==> config.mk <==
export PLATFORM = sky130hd
export DESIGN_NAME = seletor_minimo_ativo
export DESIGN_NICKNAME = d
export VERILOG_FILES = /design/src/rtl/seletor_minimo_ativo_pkg.sv /design/src/rtl/arvore_minimo.sv /design/src/rtl/seletor_minimo_ativo.sv
export SDC_FILE = /design/constraint.sdc
export NUM_CORES = 1
export LEC_CHECK = 0
export ABC_AREA = 1
export ABC_CLOCK_PERIOD_IN_PS = 5100
export BUFFER_PORTS_ARGS = -buffer_cell sky130_fd_sc_hd__buf_4
export CAP_MARGIN = 20
export CELL_PAD_IN_SITES_DETAIL_PLACEMENT = 0
export CELL_PAD_IN_SITES_GLOBAL_PLACEMENT = 2
export CORE_MARGIN = 2
export CORE_UTILIZATION = 38
export CTS_CLUSTER_DIAMETER = 120
export DETAILED_ROUTE_END_ITERATION = 8
export PLACE_DENSITY = 0.85
export SLEW_MARGIN = 10
export SYNTH_ARGS = -nofsm -noshare
export SYNTH_HDL_FRONTEND = slang
export SYNTH_SLANG_ARGS = --single-unit
==> constraint.sdc <==
create_clock -name clk -period 5.1 [get_ports clk]
set_clock_uncertainty 0.2 [all_clocks]
set_input_delay 1.02 -clock clk [delete_from_list [all_inputs] [get_ports clk]]
set_output_delay 1.02 -clock clk [all_outputs]
set_load 0.03 [all_outputs]
==> src/rtl/seletor_minimo_ativo_pkg.sv <==
// Shared definitions for the active-minimum selector: FSM encoding and
// width helpers derived from the node count and lanes per beat.
package seletor_minimo_ativo_pkg;

    typedef enum logic [1:0] {
        OCIOSO   = 2'd0,
        VARRER   = 2'd1,
        CONCLUIR = 2'd2
    } estado_t;

    // Bits needed to address n nodes (never below one bit).
    function automatic int idx_width(input int n);
        return (n > 1) ? $clog2(n) : 1;
    endfunction

    // Scan beats needed to cover n nodes with l lanes per beat.
    function automatic int num_beats(input int n, input int l);
        return (n + l - 1) / l;
    endfunction

    // Beat counter width for b beats (never below one bit).
    function automatic int beat_width(input int b);
        return (b > 1) ? $clog2(b) : 1;
    endfunction

endpackage

==> src/rtl/arvore_minimo.sv <==
// Combinational LANES-input minimum/argmin with active masking.
// Equal criteria resolve to the lowest lane.
module arvore_minimo
    import seletor_minimo_ativo_pkg::*;
#(
    parameter int LANES          = 2,
    parameter int CRITERIO_WIDTH = 5,
    parameter int IDX_W          = 3
) (
    input  logic [LANES-1:0]                i_ativo,
    input  logic [LANES*CRITERIO_WIDTH-1:0] i_criterio,
    input  logic [LANES*IDX_W-1:0]          i_indice,
    output logic                            o_valido,
    output logic [CRITERIO_WIDTH-1:0]       o_criterio,
    output logic [IDX_W-1:0]                o_indice
);

    logic                      w_valido;
    logic [CRITERIO_WIDTH-1:0] w_criterio;
    logic [IDX_W-1:0]          w_indice;

    // Walk the lanes in ascending order; only a strictly smaller criterion
    // displaces the current best, so the lowest lane wins ties.
    always_comb begin
        // NOTE: every output of this block gets a default first so no path leaves it unassigned (no latch).
        w_valido   = 1'b0;
        w_criterio = '1;
        w_indice   = '0;
        for (int i = 0; i < LANES; i++) begin
            if (i_ativo[i] && (!w_valido || (i_criterio[i*CRITERIO_WIDTH +: CRITERIO_WIDTH] < w_criterio))) begin
                w_valido   = 1'b1;
                w_criterio = i_criterio[i*CRITERIO_WIDTH +: CRITERIO_WIDTH];
                w_indice   = i_indice[i*IDX_W +: IDX_W];
            end
        end
    end

    assign o_valido   = w_valido;
    assign o_criterio = w_criterio;
    assign o_indice   = w_indice;

endmodule

==> src/rtl/seletor_minimo_ativo.sv <==
// Multi-beat scanner that selects the active node with the smallest
// criterion from a snapshot taken at the start request.
module seletor_minimo_ativo
    import seletor_minimo_ativo_pkg::*;
#(
    parameter int NUM_NA         = 8,
    parameter int CRITERIO_WIDTH = 5,
    parameter int LANES          = 2
) (
    input  logic                             clk,
    input  logic                             rst,
    input  logic                             aa_atualizar_in,
    input  logic [NUM_NA-1:0]                na_ativo_in,
    input  logic [NUM_NA*CRITERIO_WIDTH-1:0] na_criterio_in,
    output logic                             ca_ocupado_o,
    output logic                             ca_pronto_o,
    output logic                             ca_valido_o,
    output logic [CRITERIO_WIDTH-1:0]        ca_criterio_geral_out,
    output logic [idx_width(NUM_NA)-1:0]     ca_indice_out
);

    localparam int IDX_W     = idx_width(NUM_NA);
    localparam int NUM_BEATS = num_beats(NUM_NA, LANES);
    localparam int BEAT_W    = beat_width(NUM_BEATS);
    localparam logic [BEAT_W-1:0] LAST_BEAT = BEAT_W'(NUM_BEATS - 1);

    estado_t                         r_estado;
    estado_t                         w_prox_estado;
    logic [NUM_NA-1:0]               r_snap_ativo;
    logic [NUM_NA*CRITERIO_WIDTH-1:0] r_snap_criterio;
    logic [BEAT_W-1:0]               r_beat;
    logic                            r_acc_achou;
    logic [CRITERIO_WIDTH-1:0]       r_acc_criterio;
    logic [IDX_W-1:0]                r_acc_indice;
    logic                            r_pronto;
    logic                            r_valido;
    logic [CRITERIO_WIDTH-1:0]       r_criterio_out;
    logic [IDX_W-1:0]                r_indice_out;

    logic                            w_ultimo_beat;
    logic                            w_ocupado;
    logic                            w_publicar;

    // Snapshot rearranged as [beat][lane]; lanes past the last node are inactive.
    logic                            w_ativo_grid    [NUM_BEATS][LANES];
    logic [CRITERIO_WIDTH-1:0]       w_criterio_grid [NUM_BEATS][LANES];
    logic [IDX_W-1:0]                w_indice_grid   [NUM_BEATS][LANES];

    logic [LANES-1:0]                w_lane_ativo;
    logic [LANES*CRITERIO_WIDTH-1:0] w_lane_criterio;
    logic [LANES*IDX_W-1:0]          w_lane_indice;

    logic                            w_arv_valido;
    logic [CRITERIO_WIDTH-1:0]       w_arv_criterio;
    logic [IDX_W-1:0]                w_arv_indice;

    for (genvar gb = 0; gb < NUM_BEATS; gb++) begin : g_beat
        for (genvar gl = 0; gl < LANES; gl++) begin : g_lane
            localparam int N = gb * LANES + gl;
            if (N < NUM_NA) begin : g_real
                assign w_ativo_grid[gb][gl]    = r_snap_ativo[N];
                assign w_criterio_grid[gb][gl] = r_snap_criterio[N*CRITERIO_WIDTH +: CRITERIO_WIDTH];
                assign w_indice_grid[gb][gl]   = IDX_W'(N);
            end else begin : g_pad
                assign w_ativo_grid[gb][gl]    = 1'b0;
                assign w_criterio_grid[gb][gl] = '1;
                assign w_indice_grid[gb][gl]   = '0;
            end
        end
    end

    for (genvar gl = 0; gl < LANES; gl++) begin : g_sel
        assign w_lane_ativo[gl]                                     = w_ativo_grid[r_beat][gl];
        assign w_lane_criterio[gl*CRITERIO_WIDTH +: CRITERIO_WIDTH] = w_criterio_grid[r_beat][gl];
        assign w_lane_indice[gl*IDX_W +: IDX_W]                     = w_indice_grid[r_beat][gl];
    end

    arvore_minimo #(
        .LANES          (LANES),
        .CRITERIO_WIDTH (CRITERIO_WIDTH),
        .IDX_W          (IDX_W)
    ) u_arvore (
        .i_ativo    (w_lane_ativo),
        .i_criterio (w_lane_criterio),
        .i_indice   (w_lane_indice),
        .o_valido   (w_arv_valido),
        .o_criterio (w_arv_criterio),
        .o_indice   (w_arv_indice)
    );

    assign w_ultimo_beat = (r_beat == LAST_BEAT);

    // FSM state register.
    always_ff @(posedge clk or posedge rst) begin
        // NOTE: sequential state uses non-blocking assignments so every flop samples pre-edge values.
        if (rst) r_estado <= OCIOSO;
        else     r_estado <= w_prox_estado;
    end

    // FSM next state: a start request restarts the scan from any state.
    always_comb begin
        w_prox_estado = r_estado;
        unique case (r_estado)
            OCIOSO:   if (aa_atualizar_in) w_prox_estado = VARRER;
            VARRER:   if (aa_atualizar_in) w_prox_estado = VARRER;
                      else if (w_ultimo_beat) w_prox_estado = CONCLUIR;
            CONCLUIR: w_prox_estado = aa_atualizar_in ? VARRER : OCIOSO;
            default:  w_prox_estado = OCIOSO;
        endcase
    end

    // FSM outputs: busy while scanning; publish on leaving CONCLUIR unless aborted.
    always_comb begin
        w_ocupado  = (r_estado == VARRER);
        w_publicar = (r_estado == CONCLUIR) && !aa_atualizar_in;
    end

    // Input snapshot captured on every start request.
    always_ff @(posedge clk) begin
        // NOTE: the snapshot is pure data, always rewritten before use, so it carries no reset.
        if (aa_atualizar_in) begin
            r_snap_ativo    <= na_ativo_in;
            r_snap_criterio <= na_criterio_in;
        end
    end

    // Accumulator and beat counter; the counter holds at the last beat.
    always_ff @(posedge clk or posedge rst) begin
        if (rst) begin
            r_beat         <= '0;
            r_acc_achou    <= 1'b0;
            r_acc_criterio <= '1;
            r_acc_indice   <= '0;
        end else if (aa_atualizar_in) begin
            r_beat         <= '0;
            r_acc_achou    <= 1'b0;
            r_acc_criterio <= '1;
            r_acc_indice   <= '0;
        end else if (r_estado == VARRER) begin
            if (w_arv_valido && (!r_acc_achou || (w_arv_criterio < r_acc_criterio))) begin
                r_acc_achou    <= 1'b1;
                r_acc_criterio <= w_arv_criterio;
                r_acc_indice   <= w_arv_indice;
            end
            if (!w_ultimo_beat) r_beat <= r_beat + 1'b1;
        end
    end

    // Published result registers; change only together with the pronto pulse.
    always_ff @(posedge clk or posedge rst) begin
        if (rst) begin
            r_pronto       <= 1'b0;
            r_valido       <= 1'b0;
            r_criterio_out <= '1;
            r_indice_out   <= '0;
        end else begin
            r_pronto <= w_publicar;
            if (w_publicar) begin
                r_valido       <= r_acc_achou;
                r_criterio_out <= r_acc_criterio;
                r_indice_out   <= r_acc_indice;
            end
        end
    end

    assign ca_ocupado_o          = w_ocupado;
    assign ca_pronto_o           = r_pronto;
    assign ca_valido_o           = r_valido;
    assign ca_criterio_geral_out = r_criterio_out;
    assign ca_indice_out         = r_indice_out;

endmodule

# After elaboration in Yosys (flattened, before gate mapping)
# Cells that the tools add are included.
[word_totals]
input_bits = 51
wordCells = 68
reg_bits = 71
out_inout_bits = 11
[classes]
add_sub_neg = 1
n_mux = 32
reduce_logical = 14
order_cmp = 3
n_bitwise = 1
n_eq_ne = 6
[ops]
columns = ["op", "count"]
rows = [
  ["5-bit 2-to-1 mux", 5],
  ["10-bit binary-select mux with 2-bit select", 1],
  ["10-bit 2-to-1 mux", 2],
  ["2-bit 2-to-1 mux", 8],
  ["3-bit 2-to-1 mux", 5],
  ["6-bit binary-select mux with 2-bit select", 1],
  ["6-bit 2-to-1 mux", 2],
  ["5-bit less-than comparator", 2],
  ["1-bit 2-to-1 mux", 6],
  ["2-bit one-hot mux with 3 select lines", 1],
  ["2-bit AND reduction", 3],
  ["2-bit binary-select mux with 2-bit select", 1],
  ["2-bit equality test, second input constant", 2],
  ["2-bit != test, second input constant", 2],
  ["2-bit nonzero test", 2],
  ["3-bit greater-or-equal comparator, second input constant", 1],
  ["1-bit logical AND", 3],
  ["1-bit logical NOT", 3],
  ["3-bit by 2-bit != test with 1-bit output, second input constant", 1],
  ["2-bit NOT with 3-bit output", 1],
  ["2-bit by 1-bit adder with 2-bit output, second input constant", 1],
  ["2-bit by 1-bit equality test with 1-bit output, second input constant", 1],
  ["2-bit logical NOT", 1],
  ["1-bit logical OR", 2],
]

# Logic depth before layout (Yosys ltp)
[logic_depth]
ltp_word = 15
mapped_depth = 27
ltp_nobuf = 26

# Hierarchy
# A second synthesis with hierarchy kept.
[unflattened]
cells_unflattened = 303
hier_area_um2 = 3194.3
[modules_own_cells]
columns = ["mod", "cells_each", "area_per_inst_um2", "seq_area_each_um2", "instances"]
rows = [
  ["seletor_minimo_ativo", 241, 2886.5, 2029.4, 1],
  ["arvore_minimo", 62, 307.8, 0.0, 1],
]

# Worst setup path after synthesis
# OpenSTA, ideal clock, no wires.
[synth_path]
path_type = "register to register"
from = "reg r_beat[0]"
to = "reg r_acc_indice[0]"
setup_slack_ns = 1.697
path_stages_with_launch = 26
t_arrival_ns = 3.085
n_path_buf = 3
required_ns = 4.782
synth_period_minus_slack_ns = 3.403
setup_ns = 0.118
path_cell_list = "dfrtp_1 -> buf_6 -> inv_4 -> buf_4 -> buf_2 -> nor2_1 -> o221ai_1 -> inv_1 -> ha_1 -> a21oi_1 -> o21a_1 -> nand2_1 -> nand2_2 -> nand2_2 -> inv_2 -> nand2_1 -> o21ai_0 -> ha_1 -> a21oi_1 -> nor2_1 -> a211oi_1 -> nand2_1 -> nand2_2 -> nand2_4 -> nand3_1 -> nand2_1"
[synth_between]
elab_chain_len = 14
[synth_rtl]
columns = ["element", "line_no", "rtl"]
rows = [
  ["start, declared", "seletor_minimo_ativo.sv:31", "logic [BEAT_W-1:0] r_beat;"],
  ["start signal, assigned", "seletor_minimo_ativo.sv:145", "if (!w_ultimo_beat) r_beat <= r_beat + 1'b1;"],
  ["2-bit NOT with 3-bit output (not written as such) (*)", "seletor_minimo_ativo.sv:73, seletor_minimo_ativo.sv:74, seletor_minimo_ativo.sv:75", ""],
  ["10-bit binary-select mux with 2-bit select or 2-bit binary-select mux with 2-bit select (tied branches)", "seletor_minimo_ativo.sv:74, seletor_minimo_ativo.sv:73", ""],
  ["10-bit 2-to-1 mux (not written as such) or 2-bit 2-to-1 mux (tied branches) (2 in series)", "seletor_minimo_ativo.sv:74, seletor_minimo_ativo.sv:73", ""],
  ["5-bit 2-to-1 mux or 1-bit 2-to-1 mux (tied branches)", "arvore_minimo.sv:30", "if (i_ativo[i] && (!w_valido || (i_criterio[i*CRITERIO_WIDTH +: CRITERIO_WIDTH] < w_criterio))) begin"],
  ["5-bit less-than comparator or 1-bit logical NOT (tied branches)", "arvore_minimo.sv:30", ""],
  ["1-bit logical OR", "arvore_minimo.sv:30", ""],
  ["1-bit logical AND", "arvore_minimo.sv:30", ""],
  ["5-bit 2-to-1 mux", "arvore_minimo.sv:30", ""],
  ["5-bit less-than comparator", "seletor_minimo_ativo.sv:140", "if (w_arv_valido && (!r_acc_achou || (w_arv_criterio < r_acc_criterio))) begin"],
  ["1-bit logical OR", "seletor_minimo_ativo.sv:140", ""],
  ["1-bit logical AND", "seletor_minimo_ativo.sv:140", ""],
  ["2-bit nonzero test (no source line)", "--", ""],
  ["2-bit AND reduction (no source line)", "--", ""],
  ["end signal, assigned", "seletor_minimo_ativo.sv:143", "r_acc_indice <= w_arv_indice;"],
  ["end, declared", "seletor_minimo_ativo.sv:34", "logic [IDX_W-1:0] r_acc_indice;"],
]
# Mark *: on every way between the ends. The rest lies on a longest branch, timed or not. The select of a mux whose other input is x is not followed.
# A chain may end at the register's enable or synchronous reset.

# Final worst setup path
[layout_path]
from = "reg r_beat[1]"
to = "reg r_acc_criterio[3]"
[layout_between]
elab_chain_len = 14
[layout_rtl]
columns = ["element", "line_no", "rtl"]
rows = [
  ["2-bit NOT with 3-bit output (not written as such) (*)", "seletor_minimo_ativo.sv:73, seletor_minimo_ativo.sv:74", ""],
  ["10-bit binary-select mux with 2-bit select or 2-bit binary-select mux with 2-bit select (tied branches)", "seletor_minimo_ativo.sv:74, seletor_minimo_ativo.sv:73", ""],
  ["10-bit 2-to-1 mux (not written as such) or 2-bit 2-to-1 mux (tied branches) (2 in series)", "seletor_minimo_ativo.sv:74, seletor_minimo_ativo.sv:73", ""],
  ["5-bit 2-to-1 mux or 1-bit 2-to-1 mux (tied branches)", "arvore_minimo.sv:30", ""],
  ["5-bit less-than comparator or 1-bit logical NOT (tied branches)", "arvore_minimo.sv:30", ""],
  ["1-bit logical OR", "arvore_minimo.sv:30", ""],
  ["1-bit logical AND", "arvore_minimo.sv:30", ""],
  ["5-bit 2-to-1 mux", "arvore_minimo.sv:30", ""],
  ["5-bit less-than comparator", "seletor_minimo_ativo.sv:140", ""],
  ["1-bit logical OR", "seletor_minimo_ativo.sv:140", ""],
  ["1-bit logical AND", "seletor_minimo_ativo.sv:140", ""],
  ["2-bit nonzero test (no source line)", "--", ""],
  ["2-bit AND reduction (no source line)", "--", ""],
  ["end signal, assigned", "seletor_minimo_ativo.sv:142", "r_acc_criterio <= w_arv_criterio;"],
  ["end, declared", "seletor_minimo_ativo.sv:33", "logic [CRITERIO_WIDTH-1:0] r_acc_criterio;"],
]
# Marks and branches as above.

==> impl_results.rst <==
.. list-table::
   :header-rows: 1

   * - Metric
     - Value
   * - Highest-count cells in the layout ignoring fill and taps
     - sky130_fd_sc_hd__nand2_1 (65), sky130_fd_sc_hd__buf_4 (63), sky130_fd_sc_hd__edfxtp_1 (48), sky130_fd_sc_hd__o21ai_0 (27), sky130_fd_sc_hd__inv_1 (21)
   * - Most common cell after layout, fill and taps aside
     - sky130_fd_sc_hd__nand2_1
   * - Adder-Cell Fraction of Synth Area
     - 0.0363
   * - Worst-path cell chain
     - buf_4, inv_1, o21ai_0, o221ai_1, inv_1, ha_1, nand2_1, o21a_1, nand2_1, nand2_2, nand2_2, inv_2, o21ai_0, ha_1, a21oi_1, nor2_1, a211oi_1, nand2_1, nand2_2, nand2_4, nand2_4, nand2_1, nand2_1
   * - Internal power
     - 1.29 mW
   * - Combinational fraction of design power
     - 0.384
   * - Number of antenna violations at the first check in global routing
     - 0
   * - Count of maximum capacitance violations
     - 0
   * - Gates resized, CTS repair
     - 0
   * - Overall routed net length
     - 5960 um
   * - Io pins
     - 62
   * - Number of setup violations in the final report
     - 0
   * - Post-layout instance count excluding filler cells
     - 451
   * - Post-synthesis sequential area ratio
     - 0.655
   * - Die Span Y
     - 94.3 um
   * - Power share of the clock group
     - 0.241
   * - Number of hold-slack violations in the final timing report
     - 0
   * - Fraction of final layout cells sized beyond drive strength 1
     - 0.298
   * - Compound-gate portion of the synthesized area
     - 0.0864
   * - Critical path fanouts, max
     - 14
   * - Worst setup slack after layout
     - 1.21 ns
   * - Hold path startpoint
     - ca_criterio_geral_out[0]$_DFFE_PP1P_
   * - Crit-path slowest cell
     - sky130_fd_sc_hd__dfrtp_1
   * - Endpoint with the worst hold slack
     - ca_criterio_geral_out[0]$_DFFE_PP1P_
   * - Remaining design rule violation count
     - 0
   * - Buffer and inverter count on the worst path
     - 4
   * - Quantity of I/O buffers inserted on ports
     - 61
   * - First DRT Iteration DRCs
     - 114
   * - Run status
     - complete, no violations
   * - Final Max Slew Viols
     - 0
   * - Global route overflow
     - 0
   * - Worst-case reg-to-reg path depth
     - 23
   * - Total negative slack for setup checks
     - 0 ns
   * - Synthesized netlist net count
     - 340
   * - Share of total power in sequential cells
     - 0.376
   * - Number of setup buffers added after CTS
     - 0
   * - Die area
     - just under 0.009 sq mm
   * - Share of cell area taken by muxes after synthesis
     - 0
   * - Cell total after placement
     - 435
   * - End of the worst register-to-register path
     - r_acc_criterio[3]$_DFFE_PP1P_
   * - Average instance area after synthesis
     - roughly 11 sq um
   * - Area Growth Syn to Fin
     - 24.7%
   * - Syn Inst Count
     - 280
   * - Tcrit/Tclk final
     - 0.763
   * - Fraction of the core area covered by cells at the end of the flow
     - 0.495
   * - Sum of internal, switching and leakage power
     - approximately 2.1 mW
   * - First-pass iteration count of the detailed router
     - 4
   * - Combinational family with the most area after synthesis
     - simple AND/OR/NAND/NOR gates
   * - Simple-Gate Fraction of Synth Area
     - 0.176
   * - Overall fraction of global-route tracks in use
     - 0.155
   * - Pin count of the biggest net entering global routing
     - a little under 60
   * - HPWL reported at the end of detailed placement
     - 4170 um
   * - Switching part of the total power
     - 0.372
   * - Arrival time at the worst endpoint
     - 3.98 ns
   * - Wire length of the first global-routing pass
     - around 10000 um
   * - H-tree depth reported by CTS
     - 3
   * - Path type of the worst setup path
     - register to register
   * - Worst-skew pair later-pin latency
     - between 0.3 and 0.4 ns
   * - Transition time at the pin with the least slew margin
     - ~0.86 ns
   * - Number of antenna diodes
     - 0
   * - Synth cell types
     - 29
   * - Via count of the first global-routing pass
     - 2201
   * - Total number of nets in the final design
     - 404
   * - Peak clock frequency supported by timing
     - between 0.2 and 0.3 GHz
   * - Total of flip-flops plus latches after synthesis
     - slightly above 70
   * - Netlist area before placement
     - 0.00310 sq mm
   * - Max-slew headroom
     - 0.428
   * - Initial core utilization
     - 0.397
   * - Class of the worst hold path
     - register to register
   * - Via count of the routed design
     - 2148
   * - Switching power
     - 0.764 mW
   * - Fillcell total
     - 757
   * - Endpoint class of the critical path
     - register
   * - Final critical path time including I/O delays and setup
     - 3.89 ns
   * - Setup repair after global routing missed its margin
     - false
   * - Cell family with the largest share of critical-path delay
     - compound AO/OA/AOI/OAI gates
   * - Die Span X
     - roughly 94 um
   * - CTS tree
     - yes
   * - CTS Root Cell
     - sky130_fd_sc_hd__clkbuf_8
   * - Cell depth of the worst hold path
     - 2
   * - Global placer's final weighted congestion
     - 0.757
   * - Row count
     - 32
   * - Num Clock Sinks
     - 71
   * - Power density over the cells
     - ~530 mW/mm^2
   * - XOR/XNOR share of the synthesized area
     - 0
   * - Pre-CTS setup slack
     - 1.24 ns
   * - Average via count per standard cell
     - 4.76
   * - Routed WL per cell
     - 13.2 um
   * - Placed instance area
     - 0.00365 sq mm
   * - Antenna-violating nets left
     - 0
   * - Final Hold Slack
     - approximately 0.27 ns
   * - Slowest cell delay on critical path
     - 0.36 ns
   * - Startpoint class of the critical path
     - register
   * - Required time of the worst setup path
     - 5.19 ns
   * - Worst R2R Setup Slack
     - around 1.2 ns
   * - Num CTS Buffers
     - 9
   * - Core Footprint
     - 0.00781 sq mm
   * - Post-layout instance area
     - 0.00387 sq mm
   * - Library cell appearing most often on the critical path
     - sky130_fd_sc_hd__nand2_1
   * - Leakage power of the design
     - about 1.7 nW
   * - FF-to-FF Start
     - r_beat[1]$_DFFE_PP0P_
   * - Peak VDD IR
     - 0.000223 V
   * - Max Root-Sink Buffers
     - 2
   * - Hold Buf Count CTS
     - 0
   * - Clock-pin slew on the worst setup and hold paths
     - 0.08 ns
   * - Yosys warnings
     - 0
-- registers in the layout, indices dropped and copies added, names as in the netlist --
signal and count:
r_acc_achou 1, ca_valido_o 1, r_snap_criterio 40, r_snap_ativo 8, r_acc_criterio 5, r_acc_indice 3, r_beat 2, ca_pronto_o 1
ca_criterio_geral_out 5, r_estado 2, ca_indice_out 3
-- cells in the mapped netlist --
master                      n  area share
sky130_fd_sc_hd__o21ai_0   27       0.044
sky130_fd_sc_hd__nand2_1   65       0.079
sky130_fd_sc_hd__buf_4      1      0.0024
sky130_fd_sc_hd__a21oi_1    7       0.011
sky130_fd_sc_hd__or2_1      4      0.0081
sky130_fd_sc_hd__ha_1       9       0.036
sky130_fd_sc_hd__nor2_1    20       0.024
sky130_fd_sc_hd__clkbuf_1   3      0.0036
sky130_fd_sc_hd__o221ai_1   4       0.011
sky130_fd_sc_hd__dfstp_2   10       0.085
sky130_fd_sc_hd__o22ai_1    4      0.0081
sky130_fd_sc_hd__nand3_1   16       0.026
sky130_fd_sc_hd__nor4_1     1      0.0020
sky130_fd_sc_hd__nand4_1    3      0.0061
sky130_fd_sc_hd__inv_4      1      0.0020
sky130_fd_sc_hd__nand2_2    6       0.012
sky130_fd_sc_hd__buf_6      1      0.0036
sky130_fd_sc_hd__dfrtp_1   13        0.10
sky130_fd_sc_hd__nand3_2    2      0.0065
sky130_fd_sc_hd__inv_1     21       0.025
sky130_fd_sc_hd__a31oi_1    1      0.0020
sky130_fd_sc_hd__or2_2      1      0.0020
sky130_fd_sc_hd__nand2_4    3       0.011
sky130_fd_sc_hd__a211oi_1   1      0.0024
sky130_fd_sc_hd__buf_2      5      0.0081
sky130_fd_sc_hd__a32oi_2    1      0.0052
sky130_fd_sc_hd__inv_2      1      0.0012
sky130_fd_sc_hd__o21a_1     1      0.0024
sky130_fd_sc_hd__edfxtp_1  48        0.46
-- layout make-up --
type / count / area, sq um / area share
inverters: 23 / 88.8 / 0.0230
well taps: 102 / 128 / 0.0330
repair buffers: 63 / 473 / 0.122
clock inverters: 7 / 97.6 / 0.0252
flip-flops and latches: 71 / 2030 / 0.525
clock buffers: 9 / 124 / 0.0320
multi-input cells: 176 / 927 / 0.240
-- power groups by stage --
stage                     combinational (mW)  clock (mW)  sequential, mW
after global routing                   0.925       0.538           0.786
final                                  0.788       0.495           0.772
after detailed placement               0.796           0           0.785
after floorplan                        0.571           0           0.809
after CTS                              0.802       0.510           0.773
after global placement                 0.784           0           0.784
-- worst max path at each step --
stage                                          endpoint                   from  slack, ns  depth (start not counted)
after floorplan             r_acc_indice[0]$_DFFE_PP0P_  r_beat[0]$_DFFE_PP0P_       1.70                         25
after global placement      r_acc_indice[1]$_DFFE_PP0P_  r_beat[1]$_DFFE_PP0P_       1.33                         24
after detailed placement  r_acc_criterio[4]$_DFFE_PP1P_  r_beat[1]$_DFFE_PP0P_       1.24                         23
after CTS                 r_acc_criterio[0]$_DFFE_PP1P_  r_beat[1]$_DFFE_PP0P_       1.21                         23
after global routing      r_acc_criterio[2]$_DFFE_PP1P_  r_beat[1]$_DFFE_PP0P_       0.78                         23
final                     r_acc_criterio[3]$_DFFE_PP1P_  r_beat[1]$_DFFE_PP0P_       1.21                         23
-- cell families after synthesis --
family | after synthesis
AND/OR/NAND/NOR | 121
adder cells (fa/ha/maj) | 9
AO/OA/AOI/OAI | 46
flip-flops | 71
buffers and inverters | 33
-- per-layer routing --
layer | up-vias | global-route usage | routed length, um
met3 | 14 | 0.0522 | 324
met1 | 985 | 0.197 | 2760
met4 | 0 | 0.0664 | 132
li1 | 1086 | - | -
met2 | 63 | 0.242 | 2750
met5 | - | 0 | 0
-- worst reg2reg max path, delay by kind of cell (launching register included) --
family          cells  cell delay, ns
flops               1            0.36
compound gates      6            1.17
fa+ha+maj           2            0.58
simple gates       11            0.81
buf+inv             4            0.71
No activity file was read; power rests on OpenSTA's default activity.
